--- src/rtl/spmv_fp_row_accum.sv ---
// Streaming floating-point row accumulator: sums each tagged row of products
// and emits one truncated row sum per row through a valid/ready output register.
module spmv_fp_row_accum #(
  parameter int EXP_W = 5,
  parameter int MAN_W = 10,
  parameter int CNT_W = 16,
  localparam int FW = 1 + EXP_W + MAN_W
) (
  input  logic             i_clk,
  input  logic             i_rstn,
  input  logic             i_valid,
  output logic             i_ready,
  input  logic [FW-1:0]    i_data,
  input  logic             i_last,
  output logic             o_valid,
  input  logic             o_ready,
  output logic [FW-1:0]    o_data,
  output logic             o_ovf,
  output logic [CNT_W-1:0] o_row_cnt
);

  localparam int SW      = MAN_W + 1;
  localparam int EXP_MAX = (1 << EXP_W) - 1;

  // Handshake: a product moves on i_valid&i_ready, a row sum on o_valid&o_ready;
  // the output register may be refilled in the same cycle it is taken.
  typedef enum logic {IDLE, ACCUM} state_t;

  state_t          state_q, state_d;
  logic [FW-1:0]   acc_q, acc_d, acc_op;
  logic            accept;

  logic            a_s, b_s, l_s, s_s, b_big;
  logic [EXP_W-1:0] a_e, b_e, l_e, s_e, diff;
  logic [MAN_W-1:0] a_m, b_m, l_m, s_m, man_n;
  logic [SW-1:0]   sig_s;
  logic [SW:0]     sum;
  logic            a_zero, b_zero, a_inf, b_inf;
  int              lz, exp_adj;
  logic [FW-1:0]   add_res;
  logic            add_ovf;

  assign i_ready = ~o_valid | o_ready;
  assign accept  = i_valid & i_ready;

  assign {a_s, a_e, a_m} = acc_op;
  assign {b_s, b_e, b_m} = i_data;
  assign a_zero = (a_e == '0);
  assign b_zero = (b_e == '0);
  assign a_inf  = (a_e == '1);
  assign b_inf  = (b_e == '1);

  // Adder: i_data is the b operand so it wins a full magnitude tie.
  always_comb begin
    add_res = '0;
    add_ovf = 1'b0;
    b_big   = {b_e, b_m} >= {a_e, a_m};
    l_s     = b_big ? b_s : a_s;
    l_e     = b_big ? b_e : a_e;
    l_m     = b_big ? b_m : a_m;
    s_s     = b_big ? a_s : b_s;
    s_e     = b_big ? a_e : b_e;
    s_m     = b_big ? a_m : b_m;
    diff    = l_e - s_e;
    sig_s   = (int'(diff) >= MAN_W + 2) ? '0 : ({1'b1, s_m} >> diff);
    sum     = (l_s == s_s) ? ({1'b0, 1'b1, l_m} + {1'b0, sig_s})
                           : ({1'b0, 1'b1, l_m} - {1'b0, sig_s});
    lz = SW;
    for (int i = 0; i < SW; i++) begin
      if (sum[i]) lz = SW - 1 - i;
    end
    exp_adj = sum[SW] ? int'(l_e) + 1 : int'(l_e) - lz;
    man_n   = sum[SW] ? sum[SW-1:1] : MAN_W'(sum[SW-1:0] << lz);

    if (a_inf || b_inf) begin
      if (a_inf && b_inf) add_res = {(a_s == b_s) ? a_s : 1'b0, {EXP_W{1'b1}}, {MAN_W{1'b0}}};
      else                add_res = {a_inf ? a_s : b_s, {EXP_W{1'b1}}, {MAN_W{1'b0}}};
    end else if (a_zero && b_zero) begin
      add_res = '0;
    end else if (a_zero) begin
      add_res = i_data;
    end else if (b_zero) begin
      add_res = acc_op;
    end else if (sum == '0 || exp_adj <= 0) begin
      add_res = '0;
    end else if (exp_adj >= EXP_MAX) begin
      add_res = {l_s, {EXP_W{1'b1}}, {MAN_W{1'b0}}};
      add_ovf = 1'b1;
    end else begin
      add_res = {l_s, EXP_W'(exp_adj), man_n};
    end
  end

  always_comb begin
    state_d = state_q;
    if (accept) state_d = i_last ? IDLE : ACCUM;
  end

  // IDLE means no partial row, so the accumulator operand is forced to +0.
  always_comb begin
    acc_op = (state_q == IDLE) ? '0 : acc_q;
    acc_d  = acc_q;
    if (accept) acc_d = i_last ? '0 : add_res;
  end

  always_ff @(posedge i_clk) begin
    if (!i_rstn) begin
      state_q   <= IDLE;
      acc_q     <= '0;
      o_valid   <= 1'b0;
      o_data    <= '0;
      o_ovf     <= 1'b0;
      o_row_cnt <= '0;
    end else begin
      state_q <= state_d;
      acc_q   <= acc_d;
      if (accept && i_last) begin
        o_valid <= 1'b1;
        o_data  <= add_res;
      end else if (o_ready) begin
        o_valid <= 1'b0;
      end
      if (accept && add_ovf) o_ovf <= 1'b1;
      if (o_valid && o_ready) o_row_cnt <= o_row_cnt + 1'b1;
    end
  end

endmodule

--- config.mk ---
export PLATFORM = sky130hd
export DESIGN_NAME = spmv_fp_row_accum
export DESIGN_NICKNAME = d
export VERILOG_FILES = /design/src/rtl/spmv_fp_row_accum.sv
export SDC_FILE = /design/constraint.sdc
export NUM_CORES = 1
export LEC_CHECK = 0
export BUFFER_PORTS_ARGS = -buffer_cell sky130_fd_sc_hd__buf_2
export CORE_MARGIN = 3
export CORE_UTILIZATION = 61
export DETAILED_ROUTE_END_ITERATION = 10
export GPL_ROUTABILITY_DRIVEN = 0
export PLACE_DENSITY = 0.93
export RECOVER_POWER = 100
export SLEW_MARGIN = 20
export SYNTH_ARGS = -nofsm -noshare
export SYNTH_HDL_FRONTEND = slang
export SYNTH_SLANG_ARGS = --single-unit
--- constraint.sdc ---
create_clock -name i_clk -period 15.6 [get_ports i_clk]
set_clock_uncertainty 0.2 [all_clocks]
set_input_delay 1.56 -clock i_clk [delete_from_list [all_inputs] [get_ports i_clk]]
set_output_delay 1.56 -clock i_clk [all_outputs]
set_load 0.01 [all_outputs]
Yosys cells after proc, flatten, opt, wreduce, memory -nomap -nowiden --
Index checks and enable logic that the tools add are counted.
Word-level totals: memory bits (writable) 0, output and inout bits 35, logic and storage cells 77, bits in read-only memories 0, register bits after elaboration 51, latch bits 0, memories kept 0, input port bits 21
Operators by class: reduce and logical (&&, ||, !) cells 11, shift-type cells 2, multiply operators 0, eq/ne operators 4, order comparisons 4, bitwise operators 3, divide/modulo/power cells 0, multiplexer cells 41, add/sub/neg operators 6
Operator list (count):
- $mux W32 | 11
- $mux W16 | 8
- $ge A32 B6 Y1 const B | 1
- $le A32 B1 Y1 const B | 1
- $shl A11 B32 Y10 | 1
- $sub A6 B32 Y32 | 1
- $mux W10 | 3
- $add A16 B1 Y16 const B | 1
- $ge A15 B15 Y1 | 1
- $mux W15 | 1
- $mux W1 | 14
- $add A11 B11 Y12 | 1
- $logic_not A12 Y1 | 1
- $mux W12 | 1
- $sub A11 B11 Y12 | 1
- $mux W11 | 1
- $shr A11 B5 Y11 | 1
- $eq A5 B5 Y1 const B | 2
- $logic_not A5 Y1 | 2
- $mux W5 | 2
- $add A5 B1 Y6 const B | 1
- $ge A5 B4 Y1 const B | 1
- $logic_and A1 B1 Y1 | 5
- $sub A5 B5 Y5 | 1
- 6 further kinds | 8

Depth between registers and ports, before layout --
depth after elaboration 29, mapped depth 59, gate-level depth less buffers 48

Worst setup path after synthesis --
OpenSTA, ideal clock, no wires.
path type input port to flip-flop, start in i_data[14], end reg o_data[13], setup slack 3.433 ns, library setup time 0.074 ns, cell stages on the path 52, buffers on the path 7, data arrival time 11.893 ns, data required time 15.326 ns, cell sequence ha_1 > buf_2 > nand2_1 > nor3_4 > nand4_1 > o21ai_4 > buf_2 > buf_2 > buf_2 > buf_1 > buf_1 > a22oi_1 > ha_1 > a31oi_1 > mux2i_4 > xnor2_4 > mux2i_1 > a21oi_1 > (+16 left out) > nor2_1 > ha_1 > fa_1 > nor2b_1 > o21a_1 > nor2_1 > ha_1 > nand3_1 > nor3b_1 > nand2b_1 > a21oi_1 > a311oi_1 > o21ai_0 > nor3_1 > mux2i_1 > a311oi_1 > o22ai_1 > a31oi_1
On the way: word-level cells in the longest chain between the ends 27, elaborated cells between the ends (all ways) 43, those cells by class add/sub (5); order compare (4); eq/ne (2); shift (1); mux (26); reduce/logical (5)
Ends and longest elaborated chain:
- start, declared | line 13 | input logic [FW-1:0] i_data,
- $ge A15 B15 Y1 | line 57 | b_big = {b_e, b_m} >= {a_e, a_m};
- $mux W5, on equally long branches | line 59, 62
- $sub A5 B5 Y5 | line 64 | diff = l_e - s_e;
- $ge A5 B4 Y1 / $shr A11 B5 Y11 (equally long branches) | line 65 | sig_s = (int'(diff) >= MAN_W + 2) ? '0 : ({1'b1, s_m} >> diff);
- $mux W11 | line 65
- $sub A11 B11 Y12 / $add A11 B11 Y12 (equally long branches) | line 67, 66
- $mux W12 | line 66 | sum = (l_s == s_s) ? ({1'b0, 1'b1, l_m} + {1'b0, sig_s})
- $mux W1 | line 70 | if (sum[i]) lz = SW - 1 - i;
- (+11 left out)
- $mux W32 | line 72 | exp_adj = sum[SW] ? int'(l_e) + 1 : int'(l_e) - lz;
- $ge A32 B6 Y1 / $le A32 B1 Y1 (equally long branches) | line 86, 84
- $mux W15 / $logic_or A1 B1 Y1 (equally long branches) | line 86, 84
- $mux W16 | line 84 | end else if (sum == '0 || exp_adj <= 0) begin
- $mux W16 | line 82 | end else if (b_zero) begin
- $mux W16 | line 80 | end else if (a_zero) begin
- $mux W16 | line 78 | end else if (a_zero && b_zero) begin
- $mux W16 * | line 75 | if (a_inf || b_inf) begin
- end signal, assigned | line 119 | o_data <= add_res;
- end, declared | line 17 | output logic [FW-1:0] o_data,
Mark *: on every way between the ends. The rest lies on a longest branch, timed or not. A chain may end at the register's enable or synchronous reset.

Final worst setup path --
start in i_data[10], end reg o_data[10]
Same word-level chain as after synthesis.

==> impl_results.md <==
- Unrepaired setup endpoints after global routing: no
- Setup Buffers After CTS: 0
- N_diodes: 0
- Top post-synthesis cells by area: dfxtp_1, ha_1, o21ai_0
- HP Class: register to register
- Vias: 6,846
- Final setup viols: 0
- DR iter-0 viols: 1,078
- Crit end category: register
- CP max-delay cell: clkbuf_1
- Setup CP Type: primary input to register
- Initial core utilization: 0.635
- Die area: 11,000 µm²
- Vias per std cell: 6.95
- Final period util: 0.864
- Total Neg Setup Slack: 0 ps
- Asr flop ratio synth: 0
- Ratio of total power to cell area: 124 nW/µm²
- Die W: 105 µm
- Syn Inst Count: 830
- DPL Wire Length: 14,200 µm
- Number of enable flip-flop cells after synthesis: 0
- Area occupied by multi-input gates: 4630 µm²
- Global Route Usage Sum: 0.333
- Synth top area share: 0.172
- Synth unique cells: 85
- Worst Path Arrival: 13,520 ps
- Pre-CTS setup slack: 2910 ps
- Status: finished, violations left
- Htree depth: 2
- Final Worst Setup Slack: 2120 ps
- Grt ovf: 0
- Slew HR: -0.0331
- Register area share after synthesis: 0.172
- Synthesized Nets: 888
- YS warnings: 0
- Static Leak: 2.36 nW
- Mapped Avg Cell Area: 7.17 µm²
- Crit path max-delay family: compound AO/OA/AOI/OAI gates
- DRC Markers: 0
- Endpoints failing hold: 0
- Top_reg_cell synth: dfxtp_1
- Share of cells above drive strength 1: 0.0678
- Max-Cap Viols: 1
- Final nets: 913
- CTS Buf Count: 5
- Clock transition at path regs: 90 ps
- Final Util: 0.671
- Antenna Nets Post-Route: 0
- Flops & latches, synth: 51
- Yosys top cell by area: dfxtp_1
- Fin crit period: 13,480 ps
- CTS tree: built
- Vias in the first global route: 6,091
- Max Slew Vio Count: 41
- Filler cell count: 848
- Failing checks: capacitance limit, slew limit
- Die Span Y: 105 µm
- Layout area overhead: 5.78%
- Sequential Area: 1020 µm²
- I/O Buffers: 55
- Drt total wl: 19,000 µm
- Most frequent cell after synthesis: nand2_1
- CTS Buffer Depth: 2
- Antenna violations before repair: 0
- Row Count: 35
- Clk_lat worst skew: 320 ps
- Slew @ Worst Pin: 1550 ps
- First-pass GRT wire length: 30,400 µm
- Synth cell count leaders: nand2_1, o21ai_0, nor2_1
- Most used cell, CP: ha_1
- Worst vdd ir: 0.000142 V
- Clock sinks: 51
- Core box area: 9370 µm²
- Critical path startpoint category: primary input
- Cts hold-fix bufs: 0
- Synthesized area: 5950 µm²
- DRT Pass-1 Iters: 7
- Fmax: 74.2 MHz
- Crit Path Max Fanout: 71
- Post-CTS Resized: 0
- I/O pin total: 56
- Delay of the slowest cell on the worst path: 1120 ps
- CP Buf/Inv Count: 4
- Largest net degree at the start of global routing: 72
- Worst EP required: 15,630 ps
- Post-DR wirelength/cell: 19.3 µm
- CTS root buffer: clkbuf_8
-- stage by stage --
stage                     cells  hold slack, ps  power (W)  cell area [µm²]
after global routing        985             286   0.000831             6290
after CTS                   985             262   0.000759             6360
after global placement      977             246   0.000654             6250
after detailed placement    977             243   0.000664             6250
after floorplan             830             225   0.000551             5950
final                       985             269   0.000783             6290
-- placed cells by master, fill, tap and decap left out, types with 6 or more instances in the layout --
cell	count
nand2_1	105
o21ai_0	85
nor2_1	70
dfxtp_1	51
a21oi_1	50
clkbuf_1	38
ha_1	35
nand3_1	33
xnor2_1	32
inv_1	25
a22oi_1	18
buf_2	18
a31oi_1	17
and2_0	15
nor3_1	13
nor2b_1	12
xor2_1	11
mux2i_1	11
and2_1	11
nand2b_1	11
o211ai_1	10
o21a_1	9
o22ai_1	8
and3_1	8
nand4_1	7
mux2_2	7
a221oi_1	6
a211oi_1	6
a311oi_1	6
or3_1	6
-- kinds of logic after synthesis --
| group | count (synthesis) | synth area share |
|---|---|---|
| AO/OA/AOI/OAI | 285 | 0.316 |
| XOR/XNOR | 45 | 0.0707 |
| adder cells (fa/ha/maj) | 37 | 0.0804 |
| buffers and inverters | 69 | 0.0465 |
| flip-flops | 51 | 0.172 |
| multiplexers | 25 | 0.0568 |
| AND/OR/NAND/NOR | 318 | 0.258 |
-- sequential cells by signal, summed over array words and instances, names as in the netlist --
| register | flops |
|---|---|
| state_q | 1 |
| o_ovf | 1 |
| o_row_cnt | 16 |
| o_data | 16 |
| acc_q | 16 |
| o_valid | 1 |
-- tightest hold or removal path: stages (launching register included) --
cell	delay (ps)
dfxtp_1	340
nand2_1	50
o21ai_0	60
-- metal layers --
metal | global-route usage | vias up | routed length [µm]
li1 | - | 3114 | -
met3 | 0.0710 | 101 | 2440
met4 | 0.133 | 0 | 890
met5 | 0 | - | 0
met2 | 0.505 | 543 | 8270
met1 | 0.460 | 3088 | 7420
-- cell type report --
class                           instances  share of cell area
Clock buffer                            5              0.0109
Clock inverter                          3             0.00696
Inverter                               27              0.0161
Multi-Input combinational cell        710               0.736
Sequential cell                        51               0.162
Tap cell                              129              0.0257
Timing Repair Buffer                   60              0.0418
-- report_power, final --
group	leakage [nW]	internal [W]	switching, W
logic	1.89	0.000194	0.000351
registers	0.415	0.000136	0.00000604
clock network	0.0581	0.0000479	0.0000480
total	2.36	0.000378	0.000405
-- path summary, 6_finish.rpt --
| path | startpoint | end | slack, ps | depth (start not counted) |
|---|---|---|---|---|
| worst max-delay path | i_data[10] | o_data[10] | 2120 | 48 |
| worst min-delay path | o_data[6] | o_data[6] | 270 | 2 |
| worst max register to register | state_q | o_data[10] | 2480 | 48 |
| worst min register to register | o_data[6] | o_data[6] | 270 | 2 |
(Power assumes the default switching activity.)
